<file path="config.mk">
export PLATFORM = sky130hd
export DESIGN_NAME = riscv_pert_dbg_master
export DESIGN_NICKNAME = d
export VERILOG_FILES = /design/src/rtl/riscv_pert_dbg_master.sv
export SDC_FILE = /design/constraint.sdc
export NUM_CORES = 1
export LEC_CHECK = 0
export BUFFER_PORTS_ARGS = -buffer_cell sky130_fd_sc_hd__buf_2
export CAP_MARGIN = 20
export CORE_MARGIN = 2
export CORE_UTILIZATION = 55
export CTS_CLUSTER_DIAMETER = 100
export CTS_CLUSTER_SIZE = 24
export DETAILED_ROUTE_END_ITERATION = 16
export HOLD_SLACK_MARGIN = 0.05
export PLACE_DENSITY = 0.88
export SLEW_MARGIN = 20
export SYNTH_ARGS = -nofsm -noshare
export SYNTH_HDL_FRONTEND = slang
export SYNTH_SLANG_ARGS = --single-unit
</file>
<file path="constraint.sdc">
create_clock -name clk_i -period 2.6 [get_ports clk_i]
set_clock_uncertainty 0.1 [all_clocks]
set_input_delay 0.13 -clock clk_i [delete_from_list [all_inputs] [get_ports clk_i]]
set_output_delay 0.13 -clock clk_i [all_outputs]
set_load 0.01 [all_outputs]
</file>
<file path="src/rtl/riscv_pert_dbg_master.sv">
// Debug-bus initiator: queues commands in a small FIFO and runs each one as a single
// req/gnt/rvalid transaction, returning exactly one response per command, in order.
module riscv_pert_dbg_master #(
  parameter int unsigned CMD_DEPTH      = 4,
  parameter int unsigned TIMEOUT_CYCLES = 64
) (
  input  logic        clk_i,
  input  logic        rst_ni,
  input  logic        cmd_valid_i,
  output logic        cmd_ready_o,
  input  logic        cmd_we_i,
  input  logic [14:0] cmd_addr_i,
  input  logic [31:0] cmd_wdata_i,
  output logic        rsp_valid_o,
  input  logic        rsp_ready_i,
  output logic [31:0] rsp_rdata_o,
  output logic        rsp_error_o,
  output logic        busy_o,
  output logic        dbg_req_o,
  input  logic        dbg_gnt_i,
  input  logic        dbg_rvalid_i,
  output logic        dbg_we_o,
  output logic [14:0] dbg_addr_o,
  output logic [31:0] dbg_wdata_o,
  input  logic [31:0] dbg_rdata_i
);

  localparam int unsigned PtrW = (CMD_DEPTH > 1) ? $clog2(CMD_DEPTH) : 1;
  localparam int unsigned CntW = PtrW + 1;
  localparam int unsigned TmrW = (TIMEOUT_CYCLES > 1) ? $clog2(TIMEOUT_CYCLES) : 1;
  localparam logic [TmrW-1:0] TmrLast = TmrW'(TIMEOUT_CYCLES - 1);
  localparam bit TmoEn = (TIMEOUT_CYCLES != 0);

  typedef struct packed {
    logic        we;
    logic [14:0] addr;
    logic [31:0] wdata;
  } cmd_t;

  typedef enum logic [1:0] {StIdle, StReq, StWaitRv, StResp} state_e;

  cmd_t              fifo_q [CMD_DEPTH];
  logic [PtrW-1:0]   wr_ptr_q, rd_ptr_q;
  logic [CntW-1:0]   cnt_q, cnt_d;
  logic              ready_q;
  state_e            state_q;
  logic [TmrW-1:0]   tmr_q;
  logic              req_q, we_q, we_pend_q;
  logic [14:0]       addr_q;
  logic [31:0]       wdata_q;
  logic              rsp_valid_q, rsp_err_q;
  logic [31:0]       rsp_rdata_q;
  logic              push, pop, tmo_hit;
  cmd_t              head;

  assign push    = cmd_valid_i && ready_q;
  assign pop     = (state_q == StIdle) && (cnt_q != '0);
  assign head    = fifo_q[rd_ptr_q];
  assign tmo_hit = TmoEn && (tmr_q == TmrLast);

  always_comb begin
    cnt_d = cnt_q;
    if (push && !pop) begin
      cnt_d = cnt_q + 1'b1;
    end else if (pop && !push) begin
      cnt_d = cnt_q - 1'b1;
    end
  end

  // Storage needs no reset; validity is tracked by cnt_q.
  always_ff @(posedge clk_i) begin
    if (push) begin
      fifo_q[wr_ptr_q] <= '{we: cmd_we_i, addr: cmd_addr_i, wdata: cmd_wdata_i};
    end
  end

  always_ff @(posedge clk_i or negedge rst_ni) begin
    if (!rst_ni) begin
      wr_ptr_q <= '0;
      rd_ptr_q <= '0;
      cnt_q    <= '0;
      ready_q  <= 1'b1;
    end else begin
      if (push) wr_ptr_q <= wr_ptr_q + 1'b1;
      if (pop)  rd_ptr_q <= rd_ptr_q + 1'b1;
      cnt_q   <= cnt_d;
      ready_q <= (cnt_d != CntW'(CMD_DEPTH));
    end
  end

  always_ff @(posedge clk_i or negedge rst_ni) begin
    if (!rst_ni) begin
      state_q     <= StIdle;
      tmr_q       <= '0;
      req_q       <= 1'b0;
      we_q        <= 1'b0;
      we_pend_q   <= 1'b0;
      addr_q      <= '0;
      wdata_q     <= '0;
      rsp_valid_q <= 1'b0;
      rsp_err_q   <= 1'b0;
      rsp_rdata_q <= '0;
    end else begin
      unique case (state_q)
        StIdle: begin
          if (cnt_q != '0) begin
            req_q     <= 1'b1;
            we_q      <= head.we;
            we_pend_q <= head.we;
            addr_q    <= head.addr;
            wdata_q   <= head.wdata;
            tmr_q     <= '0;
            state_q   <= StReq;
          end
        end
        StReq: begin
          if (dbg_gnt_i) begin
            req_q   <= 1'b0;
            we_q    <= 1'b0;
            addr_q  <= '0;
            wdata_q <= '0;
            tmr_q   <= '0;
            state_q <= StWaitRv;
          end else if (tmo_hit) begin
            req_q       <= 1'b0;
            we_q        <= 1'b0;
            addr_q      <= '0;
            wdata_q     <= '0;
            rsp_valid_q <= 1'b1;
            rsp_err_q   <= 1'b1;
            rsp_rdata_q <= '0;
            state_q     <= StResp;
          end else begin
            tmr_q <= tmr_q + 1'b1;
          end
        end
        StWaitRv: begin
          // Entered the cycle after gnt, so an rvalid coincident with gnt is never seen here.
          if (dbg_rvalid_i) begin
            rsp_valid_q <= 1'b1;
            rsp_err_q   <= 1'b0;
            rsp_rdata_q <= we_pend_q ? '0 : dbg_rdata_i;
            state_q     <= StResp;
          end else if (tmo_hit) begin
            rsp_valid_q <= 1'b1;
            rsp_err_q   <= 1'b1;
            rsp_rdata_q <= '0;
            state_q     <= StResp;
          end else begin
            tmr_q <= tmr_q + 1'b1;
          end
        end
        StResp: begin
          if (rsp_ready_i) begin
            rsp_valid_q <= 1'b0;
            rsp_err_q   <= 1'b0;
            rsp_rdata_q <= '0;
            state_q     <= StIdle;
          end
        end
        default: state_q <= StIdle;
      endcase
    end
  end

  assign cmd_ready_o = ready_q;
  assign rsp_valid_o = rsp_valid_q;
  assign rsp_rdata_o = rsp_rdata_q;
  assign rsp_error_o = rsp_err_q;
  assign busy_o      = (cnt_q != '0) || (state_q != StIdle);
  assign dbg_req_o   = req_q;
  assign dbg_we_o    = we_q;
  assign dbg_addr_o  = addr_q;
  assign dbg_wdata_o = wdata_q;

endmodule

</file>
==> impl_metrics.tcl <==
set metrics [dict create \
    design.core.area_um2 19500 \
    initial_core_util_pct 56.3 \
    via_per_inst 5.80 \
    fin_setup_tns_ns 0 \
    end_kind "flip-flop" \
    antenna_cells 0 \
    p_sw_share_pct 32.8 \
    seq_area_frac_synth_pct 75.2 \
    cts_made_buffers 16 \
    io_buffer_count 170 \
    path_cells "inv_1 > ha_1 > nand3b_1 > o21ai_1 > nor2_4 > buf_16 > a22o_1" \
    slew-limit-headroom_pct 46.1 \
    first_pass_iters 4 \
    drcViolationCount 0 \
    critPathArrivalTime_ns 2.70 \
    grt.busiest_layer "met2" \
    antenna_left 0 \
    io_pins 171 \
    synthCells 560 \
    critPathKind "reg -> reg" \
    max-cap-violations 0 \
    routed_wirelength_um 24300 \
    clk_latency_ns 0.49 \
    drt_first_iter_violations 504 \
    rsz0062_at_grt "false" \
    fmax_mhz 411 \
    worst_slack_ns 0.166 \
    period_share_pct 93.6 \
    cts_sinks 292 \
    syn_nets 659 \
    ir_worst_vdd_mv 0.625 \
    power_frac_seq_pct 47.1 \
    synth_seq_cells 292 \
    cts_root_buffer "clkbuf_16" \
    antenna_found_initial 0 \
    outcome "finished clean" \
    routabilityCongestion 0.921 \
    htreeDepth 1 \
    synthDistinctLibCells 41 \
    grt_first_pass_wirelength_um 38200 \
    p_sw_mw 4.93 \
    num-fill-cells 1199 \
    clkTransAtPathRegs_ns 0.10 \
    tightest_slew_ns 0.807 \
    grt_pass1_vias 6840 \
    worstHoldPathType "in -> async" \
    crit_slowest_cell "dfrtp_1" \
    syn_area_um2 11000 \
    cts_resized 0 \
    cp_max_fo 24 \
    yosys_warnings 0 \
    drv_slew 0 \
    final_cells 1099 \
    hold_violations 0 \
    finalSetupViolCount 0 \
    cts_tree "yes" \
    clkPwrFrac_pct 17.7 \
    cp.required_ns 2.87 \
    cpPeakStageDelay_ns 0.44 \
    syn_area_per_cell_um2 19.6 \
    fin_crit_ns 2.43 \
    wire_per_inst_um 22.1 \
    leakage_nw 5.46 \
    syn_to_final_growth_pct 23.9 \
    grt_max_degree 56 \
    dp.cells 983 \
    placementRows 51 \
    nets 923 \
    fp.dieH_um 145 \
    die_x_um 145 \
    drive_gt1_share_pct 33.0 \
    cts_setup_buffers 0 \
    dp.final_hpwl_um 14800 \
    post-route-util_pct 69.8 \
    use_met2_pct 40.0 \
    grtUsageTotal_pct 22.9 \
    overflow 0 \
    cts_buffer_depth 3 \
    p_per_area_nw_per_um2 1100 \
    pre_cts_ws_ns 0.143 \
    total_power_mw 15.0 \
    use_met1_pct 29.9 \
    vias 6379 \
    grt_use_met3_pct 4.39 \
    combPwrFrac_pct 35.2 \
    die-area_um2 21100 \
    critPathLaunchType "flip-flop" \
    p_int_mw 10.1 \
]
## synthesized netlist by cell type
cell type,n,area (um^2)
a211o_4,1,17.5
xnor2_1,6,52.6
buf_4,1,7.51
nand2b_1,2,12.5
and4_1,2,17.5
nor4_1,1,6.26
ha_1,13,163
a41oi_1,2,17.5
nand2_2,1,6.26
a21o_1,2,15.0
and3_1,4,25.0
a22o_1,80,701
inv_1,7,26.3
or3b_1,1,8.76
nand3b_1,2,15.0
edfxtp_1,192,5770
o21ai_1,1,5.00
nor2_1,5,18.8
nor2b_1,3,18.8
clkbuf_1,6,22.5
a211oi_1,1,7.51
buf_1,1,3.75
o21ai_0,8,40.0
and3_4,2,22.5
nand2_1,13,48.8
dfstp_2,1,26.3
o21a_1,1,7.51
o211ai_1,1,7.51
nand3_1,3,15.0
a21oi_1,13,65.1
buf_6,6,67.6
mux2_2,2,22.5
a31oi_1,3,18.8
dfrtp_1,99,2480
nor3_1,4,20.0
nand3_4,2,35.0
buf_2,17,85.1
and3b_1,1,8.76
o31ai_1,1,7.51
nand4b_1,1,8.76
mux4_2,48,1080
## per-layer routing
metal | routed length [um] | part of all wire (%) | up-vias
li1 | - | - | 2786
met4 | 534 | 2.2 | 0
met5 | 0 | 0 | -
met1 | 9320 | 38 | 3259
met3 | 1740 | 7.2 | 40
met2 | 12700 | 52 | 294
## registers in the layout, indices dropped and copies added, names as in the netlist, 2 cells and up
register and flops:
fifo_q 192, dbg_wdata_o 32, rsp_rdata_o 32, dbg_addr_o 15
tmr_q 6, cnt_q 3, rd_ptr_q 2, state_q 2
wr_ptr_q 2
## layout by cell type, fill, tap and decap left out, types with 13 or more instances in the layout
master         count
dlygate4sd3_1     87
buf_2            169
mux4_2            48
ha_1              13
nand2_1           13
clkbuf_16         17
a22o_1            80
dfrtp_1           97
edfxtp_1         192
a21oi_1           13
## stage by stage
stage,hold slack [ns],area (um^2)
after floorplan,-0.266,11000
after global placement,0.113,12200
after detailed placement,0.131,12300
after CTS,0.151,13600
after global routing,0.192,13600
final,0.129,13600
## timing repair
| action | in CTS | in global routing |
|---|---|---|
| setup endpoints to repair | 0 | 17 |
| endpoints found under the hold margin | 284 | 0 |
| hold buffers | 87 | 0 |
## final cells by class
cell class | count | area, um^2 | area share (%)
multi-input combinational | 231 | 2540 | 18.6
sequential | 292 | 8270 | 60.7
clock inverter | 2 | 25.0 | 0.184
tap | 265 | 332 | 2.43
timing repair buffer | 276 | 1970 | 14.5
clock buffer | 26 | 459 | 3.37
inverter | 7 | 26.3 | 0.193
## kinds of logic after synthesis
kind of cell	Yosys count	synth area share, %
compound gates	114	8.27
xor+xnor	6	0.478
fa+ha+maj	13	1.48
buf+inv	38	1.93
flops	292	75.2
mux	50	10.0
simple gates	47	2.62
## power groups by stage
stage	combinational [mW]	sequential [mW]	clock, mW
after floorplan	3.23	7.10	0
after global placement	4.79	7.08	0
after detailed placement	5.12	7.16	0
after CTS	5.25	7.08	2.71
after global routing	5.70	7.22	2.89
final	5.30	7.09	2.66
## path summary, 6_finish.rpt
path                                               end                         from  depth (start not counted)  slack [ns]
min in group clk_i             fifo_q[1][42]$_DFFE_PP_               cmd_addr_i[10]                          2        0.28
max reg2reg                  dbg_addr_o[1]$_DFFE_PN0P_       state_q[0]$_DFFE_PN0P_                          7        0.17
min reg2reg                rsp_rdata_o[11]$_DFFE_PN0P_  rsp_rdata_o[11]$_DFFE_PN0P_                          1        0.41
max in group asynchronous    dbg_addr_o[3]$_DFFE_PN0P_                       rst_ni                          3        1.42
min                             state_q[0]$_DFFE_PN0P_                       rst_ni                          2        0.13
max                          dbg_addr_o[1]$_DFFE_PN0P_       state_q[0]$_DFFE_PN0P_                          7        0.17
## critical path, delay by kind of cell (launching register included)
| kind | cells | cell delay (ns) |
|---|---|---|
| flops | 1 | 0.44 |
| simple gates | 2 | 0.44 |
| compound gates | 2 | 0.61 |
| buf+inv | 2 | 0.39 |
| fa+ha+maj | 1 | 0.30 |
No activity file was read; power rests on OpenSTA's default activity.
